==> src/rtl/lcd_timing_pkg.sv <==
// Shared timing sets, RGB565 colours and state encoding for the LCD timing generator.
`timescale 1ns/1ps
package lcd_timing_pkg;

  localparam int CNT_W = 11;

  typedef struct packed {
    logic [CNT_W-1:0] sync;
    logic [CNT_W-1:0] back;
    logic [CNT_W-1:0] disp;
    logic [CNT_W-1:0] front;
  } axis_timing_t;

  localparam axis_timing_t VGA640_H = '{sync: 11'd96,  back: 11'd48, disp: 11'd640, front: 11'd16};
  localparam axis_timing_t VGA640_V = '{sync: 11'd2,   back: 11'd33, disp: 11'd480, front: 11'd10};
  localparam axis_timing_t SVGA_H   = '{sync: 11'd128, back: 11'd88, disp: 11'd800, front: 11'd40};
  localparam axis_timing_t SVGA_V   = '{sync: 11'd4,   back: 11'd23, disp: 11'd600, front: 11'd1};
  localparam axis_timing_t LCD480_H = '{sync: 11'd41,  back: 11'd2,  disp: 11'd480, front: 11'd2};
  localparam axis_timing_t LCD480_V = '{sync: 11'd10,  back: 11'd2,  disp: 11'd272, front: 11'd2};

  localparam logic [15:0] RGB_WHITE = 16'hFFFF;
  localparam logic [15:0] RGB_BLACK = 16'h0000;
  localparam logic [15:0] RGB_RED   = 16'hF800;
  localparam logic [15:0] RGB_GREEN = 16'h07E0;
  localparam logic [15:0] RGB_BLUE  = 16'h001F;

  typedef enum logic {
    ST_IDLE = 1'b0,
    ST_RUN  = 1'b1
  } lcd_state_e;

  function automatic int axis_total(input axis_timing_t t);
    return int'(t.sync) + int'(t.back) + int'(t.disp) + int'(t.front);
  endfunction

endpackage

==> src/rtl/lcd_axis_cnt.sv <==
// One timing axis: wrapping position counter plus sync / active / active-early window decodes.
`timescale 1ns/1ps
module lcd_axis_cnt
  import lcd_timing_pkg::*;
#(
  parameter int SYNC  = 96,
  parameter int BACK  = 48,
  parameter int DISP  = 640,
  parameter int FRONT = 16
) (
  input  logic             clk_i,
  input  logic             rst_ni,
  input  logic             clr_i,
  input  logic             en_i,
  output logic [CNT_W-1:0] cnt_o,
  output logic             wrap_o,
  output logic             sync_o,
  output logic             active_o,
  output logic             active_early_o
);

  localparam int               TOTAL    = SYNC + BACK + DISP + FRONT;
  localparam logic [CNT_W-1:0] LAST     = CNT_W'(TOTAL - 1);
  localparam logic [CNT_W-1:0] SYNC_END = CNT_W'(SYNC);
  localparam logic [CNT_W-1:0] ACT_LO   = CNT_W'(SYNC + BACK);
  localparam logic [CNT_W-1:0] ACT_HI   = CNT_W'(SYNC + BACK + DISP);
  localparam logic [CNT_W-1:0] ERL_LO   = CNT_W'(SYNC + BACK - 1);
  localparam logic [CNT_W-1:0] ERL_HI   = CNT_W'(SYNC + BACK + DISP - 1);

  logic [CNT_W-1:0] cnt_q, cnt_d;

  always_comb begin
    cnt_d = cnt_q;
    if (clr_i)
      cnt_d = '0;
    else if (en_i)
      cnt_d = wrap_o ? '0 : cnt_q + CNT_W'(1);
  end

  always_ff @(posedge clk_i or negedge rst_ni) begin
    if (!rst_ni) cnt_q <= '0;
    else         cnt_q <= cnt_d;
  end

  // The early window leads the active window by one count so a registered source lines up.
  assign cnt_o          = cnt_q;
  assign wrap_o         = (cnt_q == LAST);
  assign sync_o         = (cnt_q < SYNC_END);
  assign active_o       = (cnt_q >= ACT_LO) && (cnt_q < ACT_HI);
  assign active_early_o = (cnt_q >= ERL_LO) && (cnt_q < ERL_HI);

endmodule

==> src/rtl/lcd_timing_gen.sv <==
// LCD/VGA timing generator: hsync/vsync/de decode, one-clock-ahead pixel requests, RGB pass-through.
`timescale 1ns/1ps
module lcd_timing_gen
  import lcd_timing_pkg::*;
#(
  parameter int H_SYNC  = 96,
  parameter int H_BACK  = 48,
  parameter int H_DISP  = 640,
  parameter int H_FRONT = 16,
  parameter int V_SYNC  = 2,
  parameter int V_BACK  = 33,
  parameter int V_DISP  = 480,
  parameter int V_FRONT = 10
) (
  input  logic        lcd_pclk,
  input  logic        rst_n,
  input  logic        disp_en,
  input  logic [15:0] pixel_data,
  output logic [10:0] pixel_xpos,
  output logic [10:0] pixel_ypos,
  output logic [10:0] h_disp,
  output logic [10:0] v_disp,
  output logic        lcd_hs,
  output logic        lcd_vs,
  output logic        lcd_de,
  output logic [15:0] lcd_rgb,
  output logic        frame_start
);

  localparam int H_TOTAL = H_SYNC + H_BACK + H_DISP + H_FRONT;
  localparam int V_TOTAL = V_SYNC + V_BACK + V_DISP + V_FRONT;
  localparam logic [CNT_W-1:0] X_OFF = CNT_W'(H_SYNC + H_BACK - 1);
  localparam logic [CNT_W-1:0] Y_OFF = CNT_W'(V_SYNC + V_BACK);

  if (H_TOTAL > 2047 || V_TOTAL > 2047 ||
      H_SYNC < 1 || H_BACK < 1 || H_DISP < 1 || H_FRONT < 1 ||
      V_SYNC < 1 || V_BACK < 1 || V_DISP < 1 || V_FRONT < 1) begin : g_param_check
    $error("lcd_timing_gen: porch/sync counts must be >= 1 and totals <= 2047");
  end

  lcd_state_e       state_q;
  logic             run;
  logic [CNT_W-1:0] h_cnt, v_cnt;
  logic             h_wrap, h_sync, h_act, h_early;
  logic             v_wrap, v_sync, v_act, v_early_unused;
  logic             data_req;

  assign run = (state_q == ST_RUN);

  // A frame only ends after its last pixel clock, so a mid-frame disable is deferred to here.
  always_ff @(posedge lcd_pclk or negedge rst_n) begin
    if (!rst_n) begin
      state_q <= ST_IDLE;
    end else begin
      case (state_q)
        ST_IDLE: if (disp_en) state_q <= ST_RUN;
        ST_RUN:  if (h_wrap && v_wrap && !disp_en) state_q <= ST_IDLE;
        default: state_q <= ST_IDLE;
      endcase
    end
  end

  lcd_axis_cnt #(.SYNC(H_SYNC), .BACK(H_BACK), .DISP(H_DISP), .FRONT(H_FRONT)) u_h_cnt (
    .clk_i          (lcd_pclk),
    .rst_ni         (rst_n),
    .clr_i          (!run),
    .en_i           (run),
    .cnt_o          (h_cnt),
    .wrap_o         (h_wrap),
    .sync_o         (h_sync),
    .active_o       (h_act),
    .active_early_o (h_early)
  );

  lcd_axis_cnt #(.SYNC(V_SYNC), .BACK(V_BACK), .DISP(V_DISP), .FRONT(V_FRONT)) u_v_cnt (
    .clk_i          (lcd_pclk),
    .rst_ni         (rst_n),
    .clr_i          (!run),
    .en_i           (run && h_wrap),
    .cnt_o          (v_cnt),
    .wrap_o         (v_wrap),
    .sync_o         (v_sync),
    .active_o       (v_act),
    .active_early_o (v_early_unused)
  );

  assign data_req    = run && h_early && v_act;
  assign lcd_hs      = !(run && h_sync);
  assign lcd_vs      = !(run && v_sync);
  assign lcd_de      = run && h_act && v_act;
  assign pixel_xpos  = data_req ? (h_cnt - X_OFF) : '0;
  assign pixel_ypos  = data_req ? (v_cnt - Y_OFF) : '0;
  assign lcd_rgb     = lcd_de ? pixel_data : 16'h0000;
  assign frame_start = run && (h_cnt == '0) && (v_cnt == '0);
  assign h_disp      = CNT_W'(H_DISP);
  assign v_disp      = CNT_W'(V_DISP);

endmodule

==> config.mk <==
export PLATFORM = sky130hd
export DESIGN_NAME = lcd_timing_gen
export DESIGN_NICKNAME = d
export VERILOG_FILES = /design/src/rtl/lcd_timing_pkg.sv /design/src/rtl/lcd_axis_cnt.sv /design/src/rtl/lcd_timing_gen.sv
export SDC_FILE = /design/constraint.sdc
export NUM_CORES = 1
export LEC_CHECK = 0
export ABC_AREA = 1
export CAP_MARGIN = 20
export CORE_MARGIN = 3
export CORE_UTILIZATION = 41
export CTS_BUF_LIST = sky130_fd_sc_hd__clkbuf_4 sky130_fd_sc_hd__clkbuf_8 sky130_fd_sc_hd__clkbuf_16
export CTS_CLUSTER_SIZE = 20
export DETAILED_ROUTE_END_ITERATION = 12
export PLACE_DENSITY = 0.77
export SLEW_MARGIN = 5
export SYNTH_ARGS = -nofsm -noshare
export SYNTH_HDL_FRONTEND = slang
export SYNTH_SLANG_ARGS = --single-unit
==> constraint.sdc <==
create_clock -name lcd_pclk -period 1.4 [get_ports lcd_pclk]
set_input_delay 0.14 -clock lcd_pclk [delete_from_list [all_inputs] [get_ports lcd_pclk]]
set_output_delay 0.14 -clock lcd_pclk [all_outputs]
set_load 0.02 [all_outputs]
After elaboration in Yosys (flattened, before gate mapping)
Cells that the tools add are included.

storage, ports and cells
  register bits = 23
  output and inout port bits = 64

cells by class
  $lt $le $gt $ge = 8
  equal/unequal tests = 3
  bitwise gates (word level) = 1
  reductions and logical operators = 19
  muxes and demuxes = 11
  add/sub/neg operators = 4

operator list
  operator               count
  $mux 11                7
  $lt 11x10->1 const B   3
  $add 11x1->11 const B  2
  $eq 11x10->1 const B   2
  $ge 11x8->1 const B    2
  $logic_not 11->1       2
  $mux 16                1
  $logic_and 1x1->1      14
  $ge 11x6->1 const B    1
  $lt 11x2->1 const B    1
  $lt 11x7->1 const B    1
  $sub 11x6->11 const B  1
  $sub 11x8->11 const B  1
  $logic_not 1->1        3
  $mux 1                 2
  $ne 2x1->1 const B     1
  $pmux 1 s2             1
  $not 1->1              1

Depth between registers and ports, before layout
  word-level depth = 5
  mapped depth = 10

Modules after synthesis
From an unflattened synthesis, not the netlist that was laid out.

second synthesis, totals
  cell total of the unflattened synthesis = 443
  area, all modules = 2,662.6 um2

by module, submodules not included
  module                  area an instance (um2)  instances  cells an instance
  lcd_timing_gen          988.4                   1          181
  lcd_axis_cnt (u_v_cnt)  930.9                   1          153
  lcd_axis_cnt (u_h_cnt)  743.2                   1          109

Least setup slack after synthesis
Ideal clock, no wire load.

  kind = register to output
  from = reg u_h_cnt.cnt_q[0], in the netlist u_h_cnt.cnt_o[0]
  to = out pixel_xpos[10]
  path buffers = 0
  arrival = 1,600 ps
  cell stages (with the launch flop) = 9
  setup slack = -340 ps
  path through = dfrtp_1 > ha_1 > nand3_2 > inv_2 > o21ai_0 > nand2_1 > nand2_1 > nand2_1 > nor2_1

on the way
  cells in the longest elaborated chain, start to end = 5
  elaborated cells on any way between the ends = 7

ends and longest elaborated chain
  item                                         RTL line              text
  start: declaration                           lcd_axis_cnt.sv:30    logic [CNT_W-1:0] cnt_q, cnt_d;
  start signal: assignment                     lcd_axis_cnt.sv:42    else cnt_q <= cnt_d;
  $ge 11x8->1 or $lt 11x10->1 (tied branches)  lcd_axis_cnt.sv:50    assign active_early_o = (cnt_q >= ERL_LO) && (cnt_q < ERL_HI);
  $logic_and 1x1->1                            lcd_axis_cnt.sv:50
  $logic_and 1x1->1 (2 in series)              lcd_timing_gen.sv:87  assign data_req = run && h_early && v_act;
  $mux 11 (*)                                  lcd_timing_gen.sv:91  assign pixel_xpos = data_req ? (h_cnt - X_OFF) : '0;
  end: declaration                             lcd_timing_gen.sv:19  output logic [10:0] pixel_xpos,

Mark *: on every way between the ends. The rest lies on a longest branch, timed or not.

Final worst setup path
  from = reg u_h_cnt.cnt_q[5], in the netlist u_h_cnt.cnt_o[5]
  to = out pixel_xpos[9]

The elaborated chain is that of the path after synthesis.

==> flow_summary.yaml <==
logic_synthesis:
  synth_mux_area_share_pct: 0
  synthTopCellsByCount: "54 x nand2_1, 52 x inv_1, 40 x nor2_1"
  synth_cell_types: 30
  synthSimpleGateAreaFrac_pct: 40.19
  synth_ff_type: "dfrtp_1"
  synth_compound_area_share_pct: 6.360
  netlist_top_cells_area: "dfrtp_1 25%, nor2_2 9.3%, nand2_1 8.9%"
  yosysWarnings: 0
  async_flop_share_pct: 100.0
  synth-seq-cells: 23
  synth.largest_area_cell: "dfrtp_1"
  synthXorXnorAreaFrac_pct: 5.757
  synth_top_family_by_area: "simple AND/OR/NAND/NOR gates"
  yosysSeqAreaShare_pct: 25.22
  synth_edf_count: 0
  synth.most_common_cell: "nand2_1"
  avgSynthCellArea_um2: 6.654
  synthDominantCellAreaShare_pct: 25.22
  syn-cell-area_mm2: 0.002282
  syn_inst: 343
  synthAdderAreaFrac_pct: 2.193
die:
  start_util_pct: 43.57
  coreArea_mm2: 0.005238
  placementRows: 26
  die_w_um: 80.61
  die-area_mm2: 0.006497
  num_io_pins: 83
  die_h_um: 80.61
placement:
  placedInstanceArea_mm2: 0.003750
  hpwl_um: 5662
  dp_slack_ps: -775.9
  io_buffers: 60
  placed_cells: 555
  routabilityCongestion: 0.9381
setup_path:
  critPathTopFamily: "simple AND/OR/NAND/NOR gates"
  critPathMaxStageDelay_ps: 430
  start_kind: "flop"
  rrSetupSlack_ps: -530
  arrival_ps: 2080
  reg2reg_to: "run"
  cp_max_fo: 6
  reg2reg_depth: 11
  critPathSlowestCell: "dfrtp_1"
  cp.buffers_inverters: 2
  r2r_start: "u_v_cnt.cnt_o[0]"
  required_ps: 1260
  crit_type: "reg -> out"
  crit_chain: "nor2_4, nand2_1, nor2_2, nor2_2, a21oi_2, nand2_4, buf_16, nor2_4, buf_6"
  endpoint_kind: "output port"
clocking:
  clkSlewWorstSetupHoldPaths_ps: 100
  clk_latency_ps: 280
  clockRootBuffer: "clkbuf_8"
  numCtsBuffers: 3
  htreeDepth: 1
  cts.path.max_buffers: 2
  clock_sinks: 23
  tritoncts: "built"
routing:
  route.detailed.drc: 0
  wl_per_cell_um: 19.16
  drt_iter0_markers: 367
  wirelength_um: 11090
  ant_nets: 0
  dr.pass1.iters: 5
  routed-via-count: 3168
  viasPerCell: 5.472
power_and_ir_drop:
  finalPower_mw: 3.419
  p_seq_share_pct: 27.0
  power.share.switching_pct: 45.92
  p_int_mw: 1.849
  ir_drop_mv: 1.050
  combPwrFrac_pct: 59.4
  clockPowerShare_pct: 13.6
  p_per_area_mw_per_mm2: 749.3
  p_switching_mw: 1.570
  p_leak_nw: 2.325
timing:
  setup_viol: 64
  rsz0062_at_grt: "true"
  fmaxAchievable_mhz: 451.2
  period_minus_slack_ps: 2216
  whs_ps: 214.9
  finClkSkew_ps: 3.797
  hold_viol: 0
  final_max_slew_viol_count: 0
  setup_slack_ps: -816.2
  tns_ps: -35530
  fin_crit_sh_pct: 158.3
run_status:
  status: "finished with violations"
  failed_checks: "setup timing"
layout:
  fin_util_pct: 87.12
  nNetsFinal: 533
  drive_gt1_share_pct: 58.15
  diodes: 0
  layout.cells.non_filler: 579
  design_area_mm2: 0.004563
  syn_to_final_growth_pct: 99.95
grt:
  grt-ovfl-total: 0
  track_usage_pct: 29.24
  grt_max_degree: 24
  antenna_found_initial: 0
  grt_pass1_vias: 2959
  grt_pass1_wl_um: 14550
min_path:
  hp-class: "in -> async"
job:
  drv_cap: 0
final cells by class:
type | instances | area (um^2)
Tap cell | 70 | 87.58
Multi-Input combinational cell | 252 | 1941
Timing Repair inverter | 1 | 6.256
Fill cell | 229 | 674.4
Clock inverter | 1 | 5.005
Timing Repair Buffer | 171 | 1645
Inverter | 58 | 249.0
Sequential cell | 23 | 588.1
Clock buffer | 3 | 41.29
how the worst max path moves through the flow:
stage	startpoint	slack (ps)	to	cells after the start
6_report	u_h_cnt.cnt_o[5]	-820	pixel_xpos[9]	9
5_1_grt	u_h_cnt.cnt_o[5]	-860	pixel_ypos[1]	9
4_1_cts	u_v_cnt.cnt_o[6]	-630	pixel_ypos[10]	9
3_5_place_dp	u_v_cnt.cnt_o[1]	-780	pixel_xpos[9]	9
3_3_place_gp	u_v_cnt.cnt_o[7]	-750	pixel_xpos[0]	9
2_1_floorplan	u_h_cnt.cnt_o[4]	-160	pixel_xpos[0]	8
timing repair:
item | in CTS | in global routing
pin swaps | 23 | 30
hold buffers | 0 | 0
buffers inserted | 12 | 9
resized for setup | 337 | 68
cloned | 3 | 1
endpoints found under the setup margin | 63 | 64
power groups by stage:
| stage | clock [mW] | combinational (mW) | sequential, mW |
|---|---|---|---|
| after detailed placement | 0 | 1.42 | 0.912 |
| after global routing | 0.498 | 2.13 | 0.929 |
| final | 0.466 | 2.03 | 0.922 |
| after global placement | 0 | 1.39 | 0.901 |
| after floorplan | 0 | 0.786 | 0.911 |
| after CTS | 0.450 | 1.74 | 0.911 |
placed cells by master (no fill, tap or decap), types with 8 or more instances in the layout:
| master | netlist | final |
|---|---|---|
| inv_2 | 5 | 8 |
| nor2_2 | 34 | 9 |
| nor2_1 | 40 | 17 |
| buf_4 | 23 | 79 |
| nand2_2 | 4 | 10 |
| nand3_1 | 18 | 12 |
| nand2_1 | 54 | 43 |
| nor2_4 | 4 | 52 |
| buf_6 | 5 | 67 |
| nand4_1 | 12 | 12 |
| inv_1 | 52 | 43 |
| conb_1 | 2 | 22 |
| clkdlybuf4s50_1 | 0 | 18 |
| xor2_1 | 14 | 12 |
| dfrtp_1 | 23 | 13 |
| dfrtp_2 | 0 | 10 |
worst register-to-register path, stage by stage (launching register included):
cell     delay, ps
dfrtp_2        460
buf_6          140
inv_4           60
ha_4           140
buf_6          100
buf_6           80
nand4_1         80
nor2_1         160
nand2_1        150
nand2_2        160
nand2_4         80
or2_1          230
layer usage:
layer	up-vias	GRT usage, %	share of wire [%]	wire length, um
met4	0	12.33	5.7	637
met1	1488	33.38	35	3873
li1	1353	-	-	-
met3	69	5.157	9.8	1089
met5	-	0	0	0
met2	258	52.98	50	5493
sequential cells by signal, indices dropped and copies added (netlist names):
| name | count |
|---|---|
| u_h_cnt.cnt_o | 11 |
| u_v_cnt.cnt_o | 11 |
| run | 1 |
logic make-up (layout without fill, tap and decap cells):
logic type	after synthesis	after routing
other cells	2	22
flops	23	23
xor+xnor	15	15
fa+ha+maj	4	4
simple gates	183	183
compound gates	28	28
buf+inv	88	234
No activity file was read; power rests on OpenSTA's default activity.
